File: config.mk
export PLATFORM = sky130hd
export DESIGN_NAME = pipelined_subtractor
export DESIGN_NICKNAME = d
export VERILOG_FILES = /design/src/rtl/pipelined_subtractor.sv
export SDC_FILE = /design/constraint.sdc
export NUM_CORES = 1
export LEC_CHECK = 0
export CELL_PAD_IN_SITES_DETAIL_PLACEMENT = 1
export CELL_PAD_IN_SITES_GLOBAL_PLACEMENT = 2
export CORE_ASPECT_RATIO = 1.25
export CORE_UTILIZATION = 30
export CTS_BUF_LIST = sky130_fd_sc_hd__clkbuf_8
export DETAILED_ROUTE_END_ITERATION = 16
export HOLD_SLACK_MARGIN = 0.06
export PLACE_DENSITY = 0.84
export SKIP_CTS_REPAIR_TIMING = 1
export SYNTH_ARGS = -nofsm -noshare
export SYNTH_HDL_FRONTEND = slang
export SYNTH_SLANG_ARGS = --single-unit
File: constraint.sdc
create_clock -name clk -period 1.6 [get_ports clk]
set_input_delay 0.4 -clock clk [delete_from_list [all_inputs] [get_ports clk]]
set_output_delay 0.4 -clock clk [all_outputs]
set_load 0.02 [all_outputs]
File: src/rtl/pipelined_subtractor.sv
`default_nettype none
// ============================================================================
// Module  : pipelined_subtractor
// Brief   : Two-stage valid/ready subtractor (A - B) with borrow flag and
//           delivered-result / borrow statistics counters.
// Revision: 1.0 - initial release
// ============================================================================
module pipelined_subtractor #(
    parameter int WIDTH = 8,
    parameter int CNT_W = 16
) (
    input  logic             clk,
    input  logic             rst_n,
    input  logic             in_valid,
    output logic             in_ready,
    input  logic [WIDTH-1:0] A,
    input  logic [WIDTH-1:0] B,
    output logic             out_valid,
    input  logic             out_ready,
    output logic [WIDTH-1:0] diff,
    output logic             borrow,
    output logic [CNT_W-1:0] txn_count,
    output logic [CNT_W-1:0] borrow_count
);

    localparam logic [CNT_W-1:0] C_CNT_MAX = {CNT_W{1'b1}};
    localparam logic [CNT_W-1:0] C_CNT_ONE = {{(CNT_W-1){1'b0}}, 1'b1};

    logic             r_s1_valid;
    logic [WIDTH-1:0] r_s1_a;
    logic [WIDTH-1:0] r_s1_b;
    logic             r_s2_valid;
    logic [WIDTH-1:0] r_diff;
    logic             r_borrow;
    logic [CNT_W-1:0] r_txn_count;
    logic [CNT_W-1:0] r_borrow_count;

    logic             w_s2_load;
    logic             w_in_fire;
    logic             w_out_fire;
    logic [WIDTH:0]   w_sub;

    // in_ready depends only on pipeline state and out_ready, never on in_valid
    assign w_s2_load  = !r_s2_valid || out_ready;
    assign in_ready   = !r_s1_valid || w_s2_load;
    assign w_in_fire  = in_valid && in_ready;
    assign w_out_fire = r_s2_valid && out_ready;

    // Zero-extended subtraction: the extra MSB is the unsigned borrow
    assign w_sub = {1'b0, r_s1_a} - {1'b0, r_s1_b};

    always_ff @(posedge clk or negedge rst_n) begin
        if (!rst_n) begin
            r_s1_valid <= 1'b0;
            r_s1_a     <= '0;
            r_s1_b     <= '0;
        end else if (w_in_fire) begin
            r_s1_valid <= 1'b1;
            r_s1_a     <= A;
            r_s1_b     <= B;
        end else if (w_s2_load) begin
            r_s1_valid <= 1'b0;
        end
    end

    always_ff @(posedge clk or negedge rst_n) begin
        if (!rst_n) begin
            r_s2_valid <= 1'b0;
            r_diff     <= '0;
            r_borrow   <= 1'b0;
        end else if (w_s2_load) begin
            r_s2_valid <= r_s1_valid;
            if (r_s1_valid) begin
                r_diff   <= w_sub[WIDTH-1:0];
                r_borrow <= w_sub[WIDTH];
            end
        end
    end

    // txn_count wraps naturally; borrow_count saturates
    always_ff @(posedge clk or negedge rst_n) begin
        if (!rst_n) begin
            r_txn_count    <= '0;
            r_borrow_count <= '0;
        end else if (w_out_fire) begin
            r_txn_count <= r_txn_count + C_CNT_ONE;
            if (r_borrow && (r_borrow_count != C_CNT_MAX)) begin
                r_borrow_count <= r_borrow_count + C_CNT_ONE;
            end
        end
    end

    assign out_valid    = r_s2_valid;
    assign diff         = r_diff;
    assign borrow       = r_borrow;
    assign txn_count    = r_txn_count;
    assign borrow_count = r_borrow_count;

endmodule
`default_nettype wire

; After elaboration in Yosys (flattened, before gate mapping)
; Cells that the tools add are included.
[op_classes]
n_addsub = 3
n_eq_ne = 1
n_mux = 2
reduce_logical = 10
[ops]
columns = operator, count
row1 = "16-bit by 1-bit adder with 16-bit output, second input constant", 2
row2 = "16-bit != test, second input constant", 1
row3 = 8-bit by 8-bit subtractor with 9-bit output, 1
row4 = 2-bit AND reduction, 2
row5 = 1-bit logical AND, 3
row6 = 1-bit logical NOT, 2
row7 = 1-bit logical OR, 2
row8 = 1-bit two-way mux, 2
row9 = 2-bit nonzero test, 1
[word_totals]
ff_bits = 59
input_bits = 20
wordCells = 24

; Longest topological paths before layout
; Gate-level depths: netlist of the first run.
[depth]
word_depth = 5
ltp_mapped = 7
mapped_depth_nobuf = 7

; Least setup slack after synthesis of the first run
; No wires, ideal clock.
[synth_timing]
path_kind = reg-to-reg
startpoint = register r_s2_valid, in the netlist out_valid
endpoint = register r_s1_a[0]
setup_time_ns = 0.125
arrival_time_ns = 1.869
slack_ns = -0.394
path_stages_with_launch = 6
period_less_slack_ns = 1.994
path_cell_list = dfrtp_1 nor2b_1 nand2_1 nand2_1 buf_4 mux2_2
[synth_between]
elab_chain_cells = 4
[synth_lines]
columns = element, line_no
row1 = "start, declared", 32  ; logic r_s2_valid;
row2 = "start signal, assigned", 72  ; r_s2_valid <= r_s1_valid;
row3 = 1-bit logical NOT, 44  ; assign w_s2_load = !r_s2_valid || out_ready;
row4 = 1-bit logical OR, 44
row5 = 1-bit logical OR, 45  ; assign in_ready = !r_s1_valid || w_s2_load;
row6 = named net in_ready, 15  ; output logic in_ready,
row7 = 1-bit logical AND, 46  ; assign w_in_fire = in_valid && in_ready;
row8 = "end signal, assigned", 55  ; r_s1_a <= '0;
row9 = "end signal, assigned", 59  ; r_s1_a <= A;
row10 = "end, declared", 30  ; logic [WIDTH-1:0] r_s1_a;
; The timed path passes the listed nets, and every way through them passes these cells.
; A chain may end at the register's enable or synchronous reset.

; Worst setup path after layout of the first run
[layout_timing]
startpoint = register r_s1_a[0]
endpoint = register r_diff[6], in the netlist diff[6]
[layout_between]
elab_chain_cells = 1
[layout_lines]
columns = element, line_no
row1 = 8-bit by 8-bit subtractor with 9-bit output, 50  ; assign w_sub = {1'b0, r_s1_a} - {1'b0, r_s1_b};
row2 = "end signal, assigned", 74  ; r_diff <= w_sub[WIDTH-1:0];
row3 = "end, declared", 33  ; logic [WIDTH-1:0] r_diff;
; Every way passes these cells.

==> results of run 1 <==
==> synthesized netlist by cell type (2+ instances only) <==
cell type  count
o2111ai_1      2
or3_1          2
nor3_1         5
nor4b_1        2
a211oi_1       4
nand3_1       11
and4bb_2       2
inv_1         14
or2_2          3
o311a_1        2
nand2_1       21
o21ai_0       10
or4_1          3
nor2b_1        2
xor2_1        15
ha_1          10
nand2b_1       6
nor2_1         9
xnor2_1       14
and3_1         2
a21oi_1        6
mux2_2        19
dfrtp_1       59
nor4_1         2
nand4_1       10
==> cell families after synthesis <==
| kind of cell | count (synthesis) | synth area share |
|---|---|---|
| xor gates and xnor gates | 29 | 0.08765 |
| muxes | 19 | 0.07384 |
| and+or+nand+nor | 91 | 0.1796 |
| adders and majority gates | 11 | 0.05009 |
| AOI/OAI and AO/OA | 33 | 0.07730 |
| buffers and inverters | 16 | 0.02202 |
| DFF | 59 | 0.5095 |
==> final cells by class <==
| type | instances | share of cell area |
|---|---|---|
| clock buffer | 10 | 0.03027 |
| clock inverter | 6 | 0.005779 |
| inverter | 14 | 0.01156 |
| multi-input combinational | 183 | 0.3368 |
| sequential | 59 | 0.3275 |
| tap | 123 | 0.03385 |
| timing repair buffer | 116 | 0.2543 |
==> flip-flops by register name (all words and copies together) (netlist names) <==
signal        flops
borrow_count     16
txn_count        16
diff              8
r_s1_a            8
r_s1_b            8
borrow            1
out_valid         1
r_s1_valid        1
==> through the flow <==
stage          hold slack (ns)  total power [mW]  setup TNS, ns  utilization
5_1_grt                 0.4948             5.813         -1.733       0.4904
3_5_place_dp            0.3211             4.229         -22.08       0.4366
6_report                0.4656             5.490        -0.8612       0.4904
3_3_place_gp            0.3160             4.164         -19.79       0.4366
4_1_cts               -0.06007             5.450         -12.20       0.4543
2_1_floorplan           0.1044             3.137       -0.07610            -
==> worst max-delay path, cell delays in order, from the launching register on <==
cell	delay, ns
dfrtp_1	0.37
inv_1	0.06
ha_2	0.20
fa_2	0.23
nor2b_2	0.05
o31a_1	0.35
or4_1	0.41
nand3_1	0.09
==> routing by layer <==
| metal | GRT usage | vias up | wire [um] |
|---|---|---|---|
| met3 | 0.02732 | 13 | 226 |
| met4 | 0.07634 | 0 | 165 |
| li1 | - | 1178 | - |
| met5 | 0 | - | 0 |
| met2 | 0.2928 | 55 | 4122 |
| met1 | 0.1769 | 1233 | 3196 |
==> final timing paths <==
kind / startpoint / depth (start not counted) / slack, ns / to
max: r_s1_a[0] / 7 / -0.23 / diff[6]
min: txn_count[15] / 1 / 0.47 / txn_count[15]
max reg2reg: r_s1_a[0] / 7 / -0.23 / diff[6]
min reg2reg: txn_count[15] / 1 / 0.47 / txn_count[15]
max in group asynchronous: rst_n / 3 / 0.62 / txn_count[1]
min in group asynchronous: rst_n / 2 / 0.48 / diff[7]
==> power by group <==
group	total, mW	internal (mW)	leakage, nW	switching (mW)
Sequential	2.12	1.82	0.727	0.307
Clock	1.18	0.579	0.0996	0.597
Combinational	2.19	1.13	1.76	1.06
Total	5.49	3.52	2.59	1.97
==> cell usage in the layout, fill, tap and decap left out, types with 2 or more instances in the layout <==
| cell type | n |
|---|---|
| nand2_1 | 18 |
| and4bb_2 | 2 |
| xor2_1 | 14 |
| inv_1 | 17 |
| buf_4 | 49 |
| nor3_4 | 2 |
| ha_4 | 2 |
| or2_2 | 3 |
| nor4_1 | 2 |
| clkdlybuf4s50_1 | 17 |
| nor4b_4 | 2 |
| nand4_1 | 10 |
| dfrtp_2 | 10 |
| xnor2_1 | 14 |
| or3_1 | 2 |
| o21ai_0 | 8 |
| buf_6 | 4 |
| a211oi_1 | 3 |
| nor2_1 | 8 |
| or4_4 | 2 |
| ha_1 | 7 |
| or4_1 | 2 |
| dfrtp_1 | 49 |
| nor3_1 | 4 |
| o2111ai_1 | 2 |
| nand2_4 | 4 |
| dlymetal6s2s_1 | 43 |
| a21oi_1 | 5 |
| o311a_1 | 2 |
| and3_1 | 2 |
| nand2b_1 | 6 |
| nand3_1 | 11 |
| clkbuf_8 | 10 |
| o21ai_1 | 2 |
| mux2_2 | 19 |
| clkinv_2 | 3 |
==> flow_metrics.py, run 1 <==
metrics = {
    "timing": {
        "fin_crit_ns": 1.829,
        "rsz0062_at_grt": "yes",
        "fmax_mhz": 546.8,
        "layout_setup_ws_ns": -0.2289,
        "fin_crit_sh": 1.143,
        "setup_viol": 8,
        "fin_skew_ns": 0.007719,
        "tightestPinTransition_ns": 0.3920,
        "hold_viol": 0,
        "timing.final.max_slew_violations": 0,
        "max_slew_margin": 0.7362,
    },
    "clock_network": {
        "cts_root_buffer": "clkbuf_8",
        "cts_buffer_depth": 2,
        "cts_buffers": 9,
        "htree_num_levels": 3,
        "cts_tree": "yes",
        "cts.sinks": 59,
        "clkLatencyLatePin_ns": 0.35,
        "clkTransAtPathRegs_ns": 0.06,
    },
    "finish": {
        "final_area_sq_um": 4547,
        "diodes": 0,
        "layout.area.seq_sq_um": 1489,
        "fillerInstances": 993,
        "stdcell_count": 511,
        "nets": 414,
        "multi_input_area_sq_um": 1531,
        "drive_above_1_share": 0.3351,
        "area_growth_pct": 56.91,
    },
    "drt": {
        "vias": 2479,
        "finalWirelength_um": 7711,
        "vias_per_cell": 4.851,
        "drc_errors": 0,
        "routedWlPerCell_um": 15.09,
        "dr.pass1.iters": 4,
        "drt_iter0_drc": 73,
        "ant_nets": 0,
    },
    "floorplan": {
        "placeableCoreArea_sq_um": 9271,
        "std_cell_rows": 39,
        "dieArea_sq_um": 10060,
        "die_h_um": 111.9,
        "ios": 63,
        "start_util": 0.3126,
        "die_x_um": 89.91,
    },
    "run": {
        "maxCapViolations": 0,
    },
    "logic_synthesis": {
        "yosysSeqAreaShare": 0.5095,
        "synth_edf_count": 0,
        "netlist_area_sq_um": 2898,
        "synth_cells": 258,
        "synth_top_area_frac": 0.5095,
        "ys_warn_count": 0,
        "synthArstFlopShare": 1.000,
        "synthFlopType": "dfrtp_1",
        "yosysUniqueCellTypes": 48,
        "synthesis.nets": 289,
        "syn_avg_cell_area_sq_um": 11.23,
        "synth_top_cell_by_area": "dfrtp_1",
        "synth-seq-cells": 59,
        "synth_area_leaders": "dfrtp_1, mux2_2, xor2_1",
    },
    "global_route": {
        "grt_pass1_wl_um": 12550,
        "grt_max_degree": 26,
        "grtUsageTotal": 0.1590,
        "gr-total-overflow": 0,
        "grt_pass1_vias": 2623,
        "antenna_found_initial": 0,
    },
    "outcome": {
        "status": "finished, violations left",
        "violations": "setup timing",
    },
    "power": {
        "max-vdd-ir-drop_uv": 545.2,
        "cellLeakagePower_nw": 2.588,
        "p_per_area_nw_per_um2": 1207,
    },
    "critical_path": {
        "cp-start-kind": "flip-flop",
        "end_kind": "flip-flop",
        "cp.arrival_ns": 2.11,
        "critical_path_class": "flip-flop to flip-flop",
        "path_max_fanout": 4,
        "cp.required_ns": 1.88,
    },
    "placed_design": {
        "gp_congestion": 0.8124,
        "place_hpwl_um": 5632,
        "dp_cells": 482,
        "placed_area_sq_um": 4048,
        "io_buffer_count": 62,
        "post-place-ws_ns": -0.6575,
    },
    "hold_path": {
        "hold_path_class": "flip-flop to flip-flop",
    },
}
Note: power is estimated with default switching activity, not from simulation.
==> run 2, diff against run 1 <==
CORE_ASPECT_RATIO = unset   (was 1.25)
GPL_ROUTABILITY_DRIVEN = 0   (was unset)
==> run 2 against run 1 <==
  * The flow still finishes with violations (setup timing)
  * Cell count is the same
  * Combinational power decreased by 2%
  * Critical path depth stayed put
  * Sequential power about the same
  * First-iteration DRC count is 51% lower
  * Global-route usage shrank 0.72 points
  * Fmax is 2.8% higher
  * Register-to-register slack better by 0.05 ns
==> flow_metrics.py, run 2 (synthesis results as in run 1) <==
metrics = {
    "floorplan": {
        "start_util": 0.3121,
        "die_h_um": 100.3,
        "dieArea_sq_um": 10060,
        "die_x_um": 100.3,
        "std_cell_rows": 35,
        "placeableCoreArea_sq_um": 9284,
        "ios": 63,
    },
    "drt": {
        "dr.pass1.iters": 4,
        "routedWlPerCell_um": 14.63,
        "vias_per_cell": 4.795,
        "finalWirelength_um": 7478,
        "ant_nets": 0,
        "drt_iter0_drc": 36,
        "vias": 2450,
        "drc_errors": 0,
    },
    "timing": {
        "layout_setup_ws_ns": -0.1787,
        "fmax_mhz": 562.2,
        "tightestPinTransition_ns": 0.3250,
        "timing.final.max_slew_violations": 0,
        "fin_crit_sh": 1.112,
        "setup_tns_ns": -0.6928,
        "hold_viol": 0,
        "setup_viol": 7,
        "rsz0062_at_grt": "yes",
        "max_slew_margin": 0.7826,
        "fin_crit_ns": 1.779,
        "fin_skew_ns": 0.01162,
    },
    "finish": {
        "area_growth_pct": 57.04,
        "drive_above_1_share": 0.3377,
        "final_cell_mix": "dfrtp_1, dlymetal6s2s_1, buf_4, mux2_2, nand2_1",
        "final_common_cell": "dfrtp_1",
        "diodes": 0,
        "post-route-util": 0.4902,
        "fillerInstances": 988,
        "nets": 408,
    },
    "global_route": {
        "antenna_found_initial": 0,
        "grt_max_degree": 60,
        "gr-total-overflow": 0,
        "grt_pass1_vias": 2541,
        "grtUsageTotal": 0.1518,
        "grt_pass1_wl_um": 11740,
    },
    "critical_path": {
        "cp.required_ns": 1.87,
        "reg2reg_slack_ns": -0.18,
        "worst-r2r-cell-count": 7,
        "cp-startpoint": "r_s1_a[0]",
        "cp.arrival_ns": 2.05,
        "worstReg2RegEnd": "diff[6]",
        "path_max_fanout": 4,
        "critical_path_class": "flip-flop to flip-flop",
        "reg2reg_from": "r_s1_a[0]",
        "end_kind": "flip-flop",
        "cp-start-kind": "flip-flop",
    },
    "power": {
        "p_per_area_nw_per_um2": 1239,
        "seqPwrFrac": 0.374,
        "switching_share": 0.3488,
        "p_int_mw": 3.670,
        "p_sw_mw": 1.966,
        "pwr-share-clk": 0.244,
        "p_comb_frac": 0.382,
        "cellLeakagePower_nw": 2.547,
        "max-vdd-ir-drop_uv": 585.0,
    },
    "clock_network": {
        "clkLatencyLatePin_ns": 0.34,
        "cts.sinks": 59,
        "cts_buffer_depth": 2,
        "cts_buffers": 9,
        "clkTransAtPathRegs_ns": 0.07,
        "cts_root_buffer": "clkbuf_8",
        "htree_num_levels": 3,
        "cts_tree": "yes",
    },
    "outcome": {
        "violations": "setup timing",
        "status": "finished, violations left",
    },
    "placed_design": {
        "io_buffer_count": 62,
        "place_hpwl_um": 5342,
    },
    "hold_path": {
        "hold_path_class": "primary input to asynchronous set/reset pin",
    },
    "run": {
        "maxCapViolations": 0,
    },
}
## run 2: worst max path at each step
stage	to	cells past startpoint	slack (ns)
2_1_floorplan	diff[6]	7	-0.08
3_3_place_gp	in_ready	5	-0.55
3_5_place_dp	borrow_count[13]	6	-0.59
4_1_cts	in_ready	5	-0.57
5_1_grt	diff[6]	7	-0.25
6_report	diff[6]	7	-0.18
## run 2: cell type report
class / instances / area, sq um / area share
Sequential cell: 59 / 1488 / 0.3269
Inverter: 14 / 52.55 / 0.01155
Multi-Input combinational cell: 183 / 1521 / 0.3343
Tap cell: 129 / 161.4 / 0.03547
Timing Repair Buffer: 110 / 1131 / 0.2486
Clock buffer: 10 / 137.6 / 0.03024
Clock inverter: 6 / 58.81 / 0.01292
## run 2: worst max-delay path: stages, from the launching register on
cell and delay (ns):
dfrtp_1 0.39, inv_2 0.07, ha_4 0.13, fa_2 0.22
nor2b_2 0.05, o31a_1 0.34, or4_1 0.41, nand3_1 0.10
## run 2: layer usage
layer	global-route usage	up-vias	part of all wire
met5	0	-	0
met4	0.07358	0	0.016
met3	0.03203	12	0.033
met2	0.2613	51	0.51
met1	0.1800	1215	0.44
li1	-	1172	-
## run 2: stage by stage
step | power (mW) | setup WS (ns) | cells | hold slack (ns) | area [sq um]
floorplan | 3.137 | -0.07610 | 258 | 0.1044 | 2969
finish | 5.636 | -0.1787 | 511 | 0.05457 | 4551
global placement | 4.141 | -0.5530 | 483 | 0.4336 | 4030
detailed placement | 4.224 | -0.5862 | 483 | 0.4352 | 4030
global route | 5.976 | -0.2462 | 511 | 0.06444 | 4551
CTS | 5.622 | -0.5746 | 499 | 0.05817 | 4227
## run 2: power by group through the flow
stage | Sequential (mW) | Combinational (mW) | Clock, mW
floorplan | 2.40 | 0.739 | 0
global placement | 2.12 | 2.03 | 0
detailed placement | 2.13 | 2.09 | 0
CTS | 2.11 | 2.10 | 1.41
global route | 2.16 | 2.34 | 1.48
finish | 2.11 | 2.15 | 1.37
